==> config.mk <==
export PLATFORM = sky130hd
export DESIGN_NAME = dice_result_producer
export DESIGN_NICKNAME = d
export VERILOG_FILES = /design/src/rtl/dice_result_producer.sv
export SDC_FILE = /design/constraint.sdc
export NUM_CORES = 1
export LEC_CHECK = 0
export BUFFER_PORTS_ARGS = -buffer_cell sky130_fd_sc_hd__buf_2
export CAP_MARGIN = 10
export CORE_UTILIZATION = 40
export CTS_BUF_LIST = sky130_fd_sc_hd__clkbuf_8
export DETAILED_ROUTE_END_ITERATION = 7
export GPL_ROUTABILITY_DRIVEN = 0
export PLACE_DENSITY_LB_ADDON = 0.05
export SYNTH_ARGS = -nofsm -noshare
export SYNTH_HDL_FRONTEND = slang
export SYNTH_SLANG_ARGS = --single-unit
==> constraint.sdc <==
create_clock -name clk -period 2.43 [get_ports clk]
set_input_delay 0.6075 -clock clk [delete_from_list [all_inputs] [get_ports clk]]
set_output_delay 0.6075 -clock clk [all_outputs]
set_load 0.05 [all_outputs]
==> src/rtl/dice_result_producer.sv <==
// Turns per-frame die classifications from the camera pipeline into one stable,
// single-cycle dice_valid pulse per roll for game_logic, plus a frame-tick stall watchdog.
module dice_result_producer #(
  parameter int CLEAR_FRAMES  = 4,
  parameter int STABLE_FRAMES = 8,
  parameter int STALL_CYCLES  = 4_000_000
) (
  input  logic       clk,
  input  logic       reset,
  input  logic       roll_en,
  input  logic       frame_tick,
  input  logic       det_valid,
  input  logic [1:0] det_value,
  output logic       dice_valid,
  output logic [1:0] dice_value,
  output logic [1:0] state_dbg,
  output logic       cam_stall
);

  localparam int CW = $clog2(CLEAR_FRAMES + 1);
  localparam int SW = $clog2(STABLE_FRAMES + 1);
  localparam int WW = $clog2(STALL_CYCLES + 1);

  localparam logic [CW-1:0] CLEAR_MAX  = CW'(CLEAR_FRAMES);
  localparam logic [SW-1:0] STABLE_MAX = SW'(STABLE_FRAMES);
  localparam logic [WW-1:0] STALL_MAX  = WW'(STALL_CYCLES);

  typedef enum logic [1:0] {
    IDLE       = 2'd0,
    WAIT_CLEAR = 2'd1,
    TRACK      = 2'd2,
    EMIT       = 2'd3
  } state_t;

  // Handshake: dice_valid is a one-cycle pulse with no ready; game_logic must
  // accept it in that cycle. dice_value is stable with the pulse and held after.
  state_t        state_q, state_d;
  logic [CW-1:0] clear_cnt_q, clear_cnt_d;
  logic [SW-1:0] stable_cnt_q, stable_cnt_d;
  logic [1:0]    candidate_q, candidate_d;
  logic          dice_valid_q, dice_valid_d;
  logic [1:0]    dice_value_q, dice_value_d;
  logic [WW-1:0] stall_cnt_q, stall_cnt_d;
  logic          cam_stall_q, cam_stall_d;

  always_comb begin
    state_d      = state_q;
    clear_cnt_d  = clear_cnt_q;
    stable_cnt_d = stable_cnt_q;
    candidate_d  = candidate_q;
    dice_valid_d = 1'b0;
    dice_value_d = dice_value_q;

    case (state_q)
      IDLE: begin
        if (roll_en) begin
          state_d      = WAIT_CLEAR;
          clear_cnt_d  = '0;
          stable_cnt_d = '0;
        end
      end

      WAIT_CLEAR: begin
        // Abort wins over a tick that would otherwise finish the clear count.
        if (!roll_en) begin
          state_d      = IDLE;
          clear_cnt_d  = '0;
          stable_cnt_d = '0;
        end else if (frame_tick) begin
          if (det_valid) begin
            clear_cnt_d = '0;
          end else if (clear_cnt_q != CLEAR_MAX) begin
            clear_cnt_d = clear_cnt_q + CW'(1);
          end
          if (clear_cnt_d == CLEAR_MAX) begin
            state_d      = TRACK;
            stable_cnt_d = '0;
          end
        end
      end

      TRACK: begin
        if (!roll_en) begin
          state_d      = IDLE;
          clear_cnt_d  = '0;
          stable_cnt_d = '0;
        end else if (frame_tick) begin
          if (det_valid) begin
            if (stable_cnt_q != '0 && det_value == candidate_q) begin
              if (stable_cnt_q != STABLE_MAX) stable_cnt_d = stable_cnt_q + SW'(1);
            end else begin
              candidate_d  = det_value;
              stable_cnt_d = SW'(1);
            end
          end else begin
            stable_cnt_d = '0;
          end
          if (stable_cnt_d == STABLE_MAX) begin
            state_d      = EMIT;
            dice_valid_d = 1'b1;
            dice_value_d = candidate_d;
          end
        end
      end

      EMIT: begin
        // Re-arming goes through WAIT_CLEAR so the same die cannot count twice.
        state_d      = roll_en ? WAIT_CLEAR : IDLE;
        clear_cnt_d  = '0;
        stable_cnt_d = '0;
      end

      default: begin
        state_d = IDLE;
      end
    endcase
  end

  always_comb begin
    stall_cnt_d = stall_cnt_q;
    if (frame_tick) begin
      stall_cnt_d = '0;
    end else if (stall_cnt_q != STALL_MAX) begin
      stall_cnt_d = stall_cnt_q + WW'(1);
    end
    cam_stall_d = (stall_cnt_d == STALL_MAX);
  end

  always_ff @(posedge clk) begin
    if (reset) begin
      state_q      <= IDLE;
      clear_cnt_q  <= '0;
      stable_cnt_q <= '0;
      candidate_q  <= '0;
      dice_valid_q <= 1'b0;
      dice_value_q <= '0;
      stall_cnt_q  <= '0;
      cam_stall_q  <= 1'b0;
    end else begin
      state_q      <= state_d;
      clear_cnt_q  <= clear_cnt_d;
      stable_cnt_q <= stable_cnt_d;
      candidate_q  <= candidate_d;
      dice_valid_q <= dice_valid_d;
      dice_value_q <= dice_value_d;
      stall_cnt_q  <= stall_cnt_d;
      cam_stall_q  <= cam_stall_d;
    end
  end

  assign dice_valid = dice_valid_q;
  assign dice_value = dice_value_q;
  assign state_dbg  = state_q;
  assign cam_stall  = cam_stall_q;

endmodule

### Yosys cells after proc, flatten, opt, wreduce, memory -nomap -nowiden

Index checks and enable logic that the tools add are counted.

* latch bits: 0
* register bits after elaboration: 37
* bits in read-only memories: 0
* memories kept: 0
* output and inout bits: 6
* bits in writable memories: 0
* logic and storage cells: 76

* $add $sub $neg: 3
* shift operators: 0
* mux-type cells: 37
* bitwise operators: 3
* divide/modulo/power cells: 0
* multipliers: 0
* reduce and logical (&&, ||, !) cells: 9
* equality and inequality tests: 16
* $lt $le $gt $ge: 0

Operator list (count)
* $mux 4: 12
* $mux 22: 2
* $mux 3: 9
* $add 22x1->22 const B: 1
* $eq 22x22->1 const B: 1
* $ne 22x22->1 const B: 1
* $mux 2: 9
* $pmux 4 s4: 1
* $ne 3x3->1 const B: 5
* $pmux 3 s4: 1
* $pmux 2 s4: 1
* $reduce_and 4->1: 2
* $reduce_and 3->1: 2
* $reduce_and 5->1: 1
* $add 4x1->4 const B: 1
* $eq 2x2->1 const B: 2
* $eq 4x4->1 const B: 1
* $ne 2x2->1 const B: 2
* $ne 4x4->1 const B: 1
* $reduce_bool 4->1: 1
* $reduce_or 4->1: 1
* $add 3x1->3 const B: 1
* $eq 3x3->1 const B: 1
* $not 1->1: 3
* 5 further kinds: 6

### Depth between registers and ports, before layout

* depth after elaboration: 12
* gate-level depth with buffers: 9
* gate-level depth less buffers: 8

### Worst setup path before layout

Ideal clock, no wire load.

* path kind: register to register
* start: register clear_cnt_q[0]
* end: register stable_cnt_q[2]
* cell stages (with the launch flop): 10
* arrival time: 2.297 ns
* required time: 2.359 ns
* buffers on the path: 1
* slack: 0.062 ns
* cell sequence: dfxtp_1 > inv_1 > ha_1 > or3b_1 > a31oi_1 > a31oi_1 > or3_1 > buf_6 > or4_1 > a21oi_1

* word-level cells in the longest chain between the ends: 9
* elaborated cells on any way between the ends: 10
* classes of those cells: 1 x add/sub; 3 x eq/ne; 5 x mux; 1 x reduce/logical

RTL lines
* start, declared: line 38 `logic [CW-1:0] clear_cnt_q, clear_cnt_d;`
* start signal, assigned: line 141 `clear_cnt_q <= clear_cnt_d;`
* $add 3x1->3 / $ne 3x3->1 (equally long branches): line 73, 72
* $mux 3 *: line 72 `end else if (clear_cnt_q != CLEAR_MAX) begin`
* $mux 3 *: line 70 `if (det_valid) begin`
* $mux 3 *: line 69 `end else if (frame_tick) begin`
* $mux 3 *: line 65 `if (!roll_en) begin`
* $mux 3 *: line 54 `case (state_q)`
* $eq 3x3->1 *: line 75 `if (clear_cnt_d == CLEAR_MAX) begin`
* $ne 3x3->1 (no line) *
* $reduce_and 4->1 (no line) *
* end signal, assigned: line 142 `stable_cnt_q <= stable_cnt_d;`
* end, declared: line 39 `logic [SW-1:0] stable_cnt_q, stable_cnt_d;`

Every way passes the cells marked *; elsewhere a longest branch is shown, timed or not. The select of a mux whose other input is x is not followed.
A chain may end at the register's enable or synchronous reset.

### Worst setup path after layout

* start: register clear_cnt_q[0]
* end: register stable_cnt_q[1]

Same word-level chain as after synthesis.

==> results by group <==
Setup path
  • FF-to-FF Start: clear_cnt_q[0]
  • Length in cells of the worst reg-to-reg path: 8
  • Arrival time worst endpoint: 2520 ps
  • Type of element capturing the critical path: flip-flop
  • Worst setup startpoint: clear_cnt_q[0]
  • CP Data Required Time: 2650 ps
  • Maximum net fanout on the critical path: 10
  • Launching element type of the critical path: flip-flop
  • Kind of critical path: flip-flop to flip-flop

Layout
  • Core Util, Final: 48.2%
  • Final net count: 299
  • Fraction of layout instances using a drive strength above 1: 20.6%
  • Layout fillers: 517
  • Post-route cell area: 2450 µm²
  • Non-filler cells, final: 357
  • Area delta synth->final: 16.2%
  • Count of inserted antenna diode cells: 0

Routing
  • Total vias in the final route: 1866
  • Number of search-and-repair iterations in the first detailed-routing pass: 4
  • Post-detailed-route count of antenna-violating nets: 0
  • Vias per cell: 5.23
  • Detailed-route DRC error count: 0
  • Violation count after the first detailed-route iteration: 86
  • Total length of routed wires: 4.66 mm
  • Routed wire per std cell: 13.1 µm

Power
  • Leak Pwr: 0.897 nW
  • Post-layout power: 1.14 mW
  • Power density over the cells: 467 nW/µm²
  • VDD IR-drop max: 0.226 mV

Synth
  • Post-Synthesis Mean Instance Area: 8.09 µm²
  • Register bit total from synthesis: 37
  • Netlist area before placement: 2100 µm²
  • Synth unique cells: 47
  • Most frequently used flop master after synthesis: dfxtp_1
  • Ys async rst share: 0%
  • Net count after synthesis: 273
  • Sequential element share of the synthesized area: 35.2%
  • Count of flip-flops with a built-in enable after synthesis: 0
  • Gate count after technology mapping: 260
  • Yosys warning count: 0

Hold path
  • Worst min-delay path category: flip-flop to flip-flop
  • Origin of the worst min-delay path: dice_value[0]
  • WHS Path Cells: 2

Global route
  • Antenna violations before repair: 0
  • First-pass GRT wire length: 7.65 mm
  • Via count of the first global-routing pass: 1697
  • Total GRT Usage: 18.2%
  • GRT overflow: 0
  • Maximum number of pins on one net before global-route repair: 21

STA
  • Timing-limited maximum frequency: 435 MHz
  • Final number of hold-violating endpoints: 0
  • Tightest Pin Transition: 447 ps
  • Final period demand of the worst path: 2300 ps
  • Fin. max-slew vios: 0
  • Fin crit share: 94.5%
  • Worst slew margin relative to its limit: 69.9%
  • Number of setup violations in the final report: 0
  • Worst clock skew on the final layout: 9.95 ps

Floorplan
  • Y dimension of the die: 74.5 µm
  • Initial Utilization: 41.5%
  • Die Area: 5560 µm²
  • Placeable core region: 5070 µm²
  • Die outline width: 74.5 µm
  • Number of top-level design ports: 13
  • Placement row count: 26

Clocking
  • Clock net sink count: 37
  • Root buffer cell: clkbuf_8
  • Number of CTS-inserted buffers: 5
  • Cts-stage hold buffer count: 0
  • Clock tree from TritonCTS: yes
  • Level count of the clock H-tree: 2
  • Worst-case clock buffer depth: 2
  • Clock insertion delay at the later pin of the skew report: 290 ps
  • Reg clk slew, reported paths: 80 ps

Place
  • Area post-placement: 2310 µm²
  • Number of cells in the design after placement: 347
  • Total of buffers placed on input and output ports: 12
  • Detail Placement HPWL: 3.33 mm

Status
  • Run status: complete, no violations

Job
  • Max Cap Viol: 0
[cell families after synthesis]
logic type / after synthesis / synth area share [%]
and+or+nand+nor: 126 / 30.7
DFF: 37 / 35.2
AOI/OAI and AO/OA: 36 / 11.2
xor gates and xnor gates: 24 / 9.99
buffers and inverters: 21 / 4.34
muxes: 10 / 5.05
adders and majority gates: 6 / 3.57
[layout by cell type (no fill, tap or decap), types with 2 or more instances in the layout]
cell type,synthesis,layout
or3_4,1,2
dfxtp_1,37,35
buf_4,1,16
or3_2,3,3
nand2_1,23,23
inv_1,12,12
dfxtp_2,0,2
xor2_1,11,11
xnor2_1,13,13
o21ai_0,5,5
nand3_1,10,10
nor2_1,37,37
nand3b_1,3,3
clkbuf_8,0,5
mux2_2,5,5
nor2b_1,3,3
nand4_1,5,5
nor4bb_1,2,2
ha_1,6,6
mux2i_1,5,5
nor3_1,12,11
o31ai_1,2,2
nand2b_1,4,4
nor4_1,8,6
a32oi_1,2,2
or2_2,3,3
buf_2,0,12
a21oi_1,15,15
clkinv_2,0,2
a31oi_1,2,2
a21bo_2,2,2
or3_1,4,3
[worst max-delay path, cell delays in order, from the launching register on]
cell	delay, ps
dfxtp_2	340
inv_1	40
ha_1	190
or3b_1	370
a31oi_1	180
a31oi_1	110
or3_4	390
or3_2	470
a21oi_1	150
[sequential cells by signal (all words and copies together), names as in the netlist]
| name | count |
|---|---|
| stall_cnt_q | 22 |
| stable_cnt_q | 4 |
| clear_cnt_q | 3 |
| candidate_q | 2 |
| dice_value | 2 |
| state_dbg | 2 |
| cam_stall | 1 |
| dice_valid | 1 |
[worst paths after layout]
kind	endpoint	slack [ps]
hold / removal	dice_value[0]	500
setup / recovery	stable_cnt_q[1]	130
hold reg to reg	dice_value[0]	500
setup reg to reg	stable_cnt_q[1]	130
[cell usage after synthesis, types with 2 or more instances]
cell	instances	share of area, %
dfxtp_1	37	35
nor2_1	37	6.6
nand2_1	23	4.1
a21oi_1	15	3.6
xnor2_1	13	5.4
inv_1	12	2.1
nor3_1	12	2.9
xor2_1	11	4.6
nand3_1	10	2.4
nor4_1	8	2.4
clkbuf_1	6	1.1
ha_1	6	3.6
mux2_2	5	2.7
mux2i_1	5	2.4
nand4_1	5	1.5
o21ai_0	5	1.2
nand2b_1	4	1.2
or3_1	4	1.2
nand3b_1	3	1.1
nor2b_1	3	0.89
or2_2	3	0.89
or3_2	3	1.1
a21bo_2	2	0.95
a31oi_1	2	0.59
a32oi_1	2	0.83
nor4bb_1	2	0.95
o31ai_1	2	0.71
[repair_timing]
item,4_1_cts,5_1_grt
resized for setup,1,6
setup buffers,0,2
pin swaps,0,3
endpoints found under the setup margin,4,6
[stage by stage]
stage	hold WS [ps]	TNS [ps]	setup WS, ps
global placement	480	-11.1	-11.1
CTS	514	0	28.2
finish	505	0	133
detailed placement	488	-95.1	-32.3
global route	535	-10.7	-10.7
floorplan	455	0	62.3
[routing by layer]
layer | global-route usage [%] | vias up | routed length [µm]
li1 | - | 961 | -
met1 | 25.5 | 872 | 2400
met2 | 26.5 | 26 | 2040
met3 | 4.74 | 7 | 155
met4 | 7.13 | 0 | 69
met5 | 0 | - | 0
[final cells by class]
| cell class | instances | area [µm²] | area share, % |
|---|---|---|---|
| multi-input cells | 202 | 1300 | 53.3 |
| flip-flops and latches | 37 | 743 | 30.4 |
| repair buffers | 28 | 180 | 7.37 |
| well taps | 70 | 87.6 | 3.58 |
| clock buffers | 5 | 68.8 | 2.81 |
| inverters | 12 | 45.0 | 1.84 |
| clock inverters | 3 | 17.5 | 0.716 |
[power by group]
part	switching, mW	internal (mW)
Clock	0.228	0.198
Combinational	0.0615	0.0378
Sequential	0.00722	0.611
Total	0.296	0.847
(Power assumes the default switching activity.)
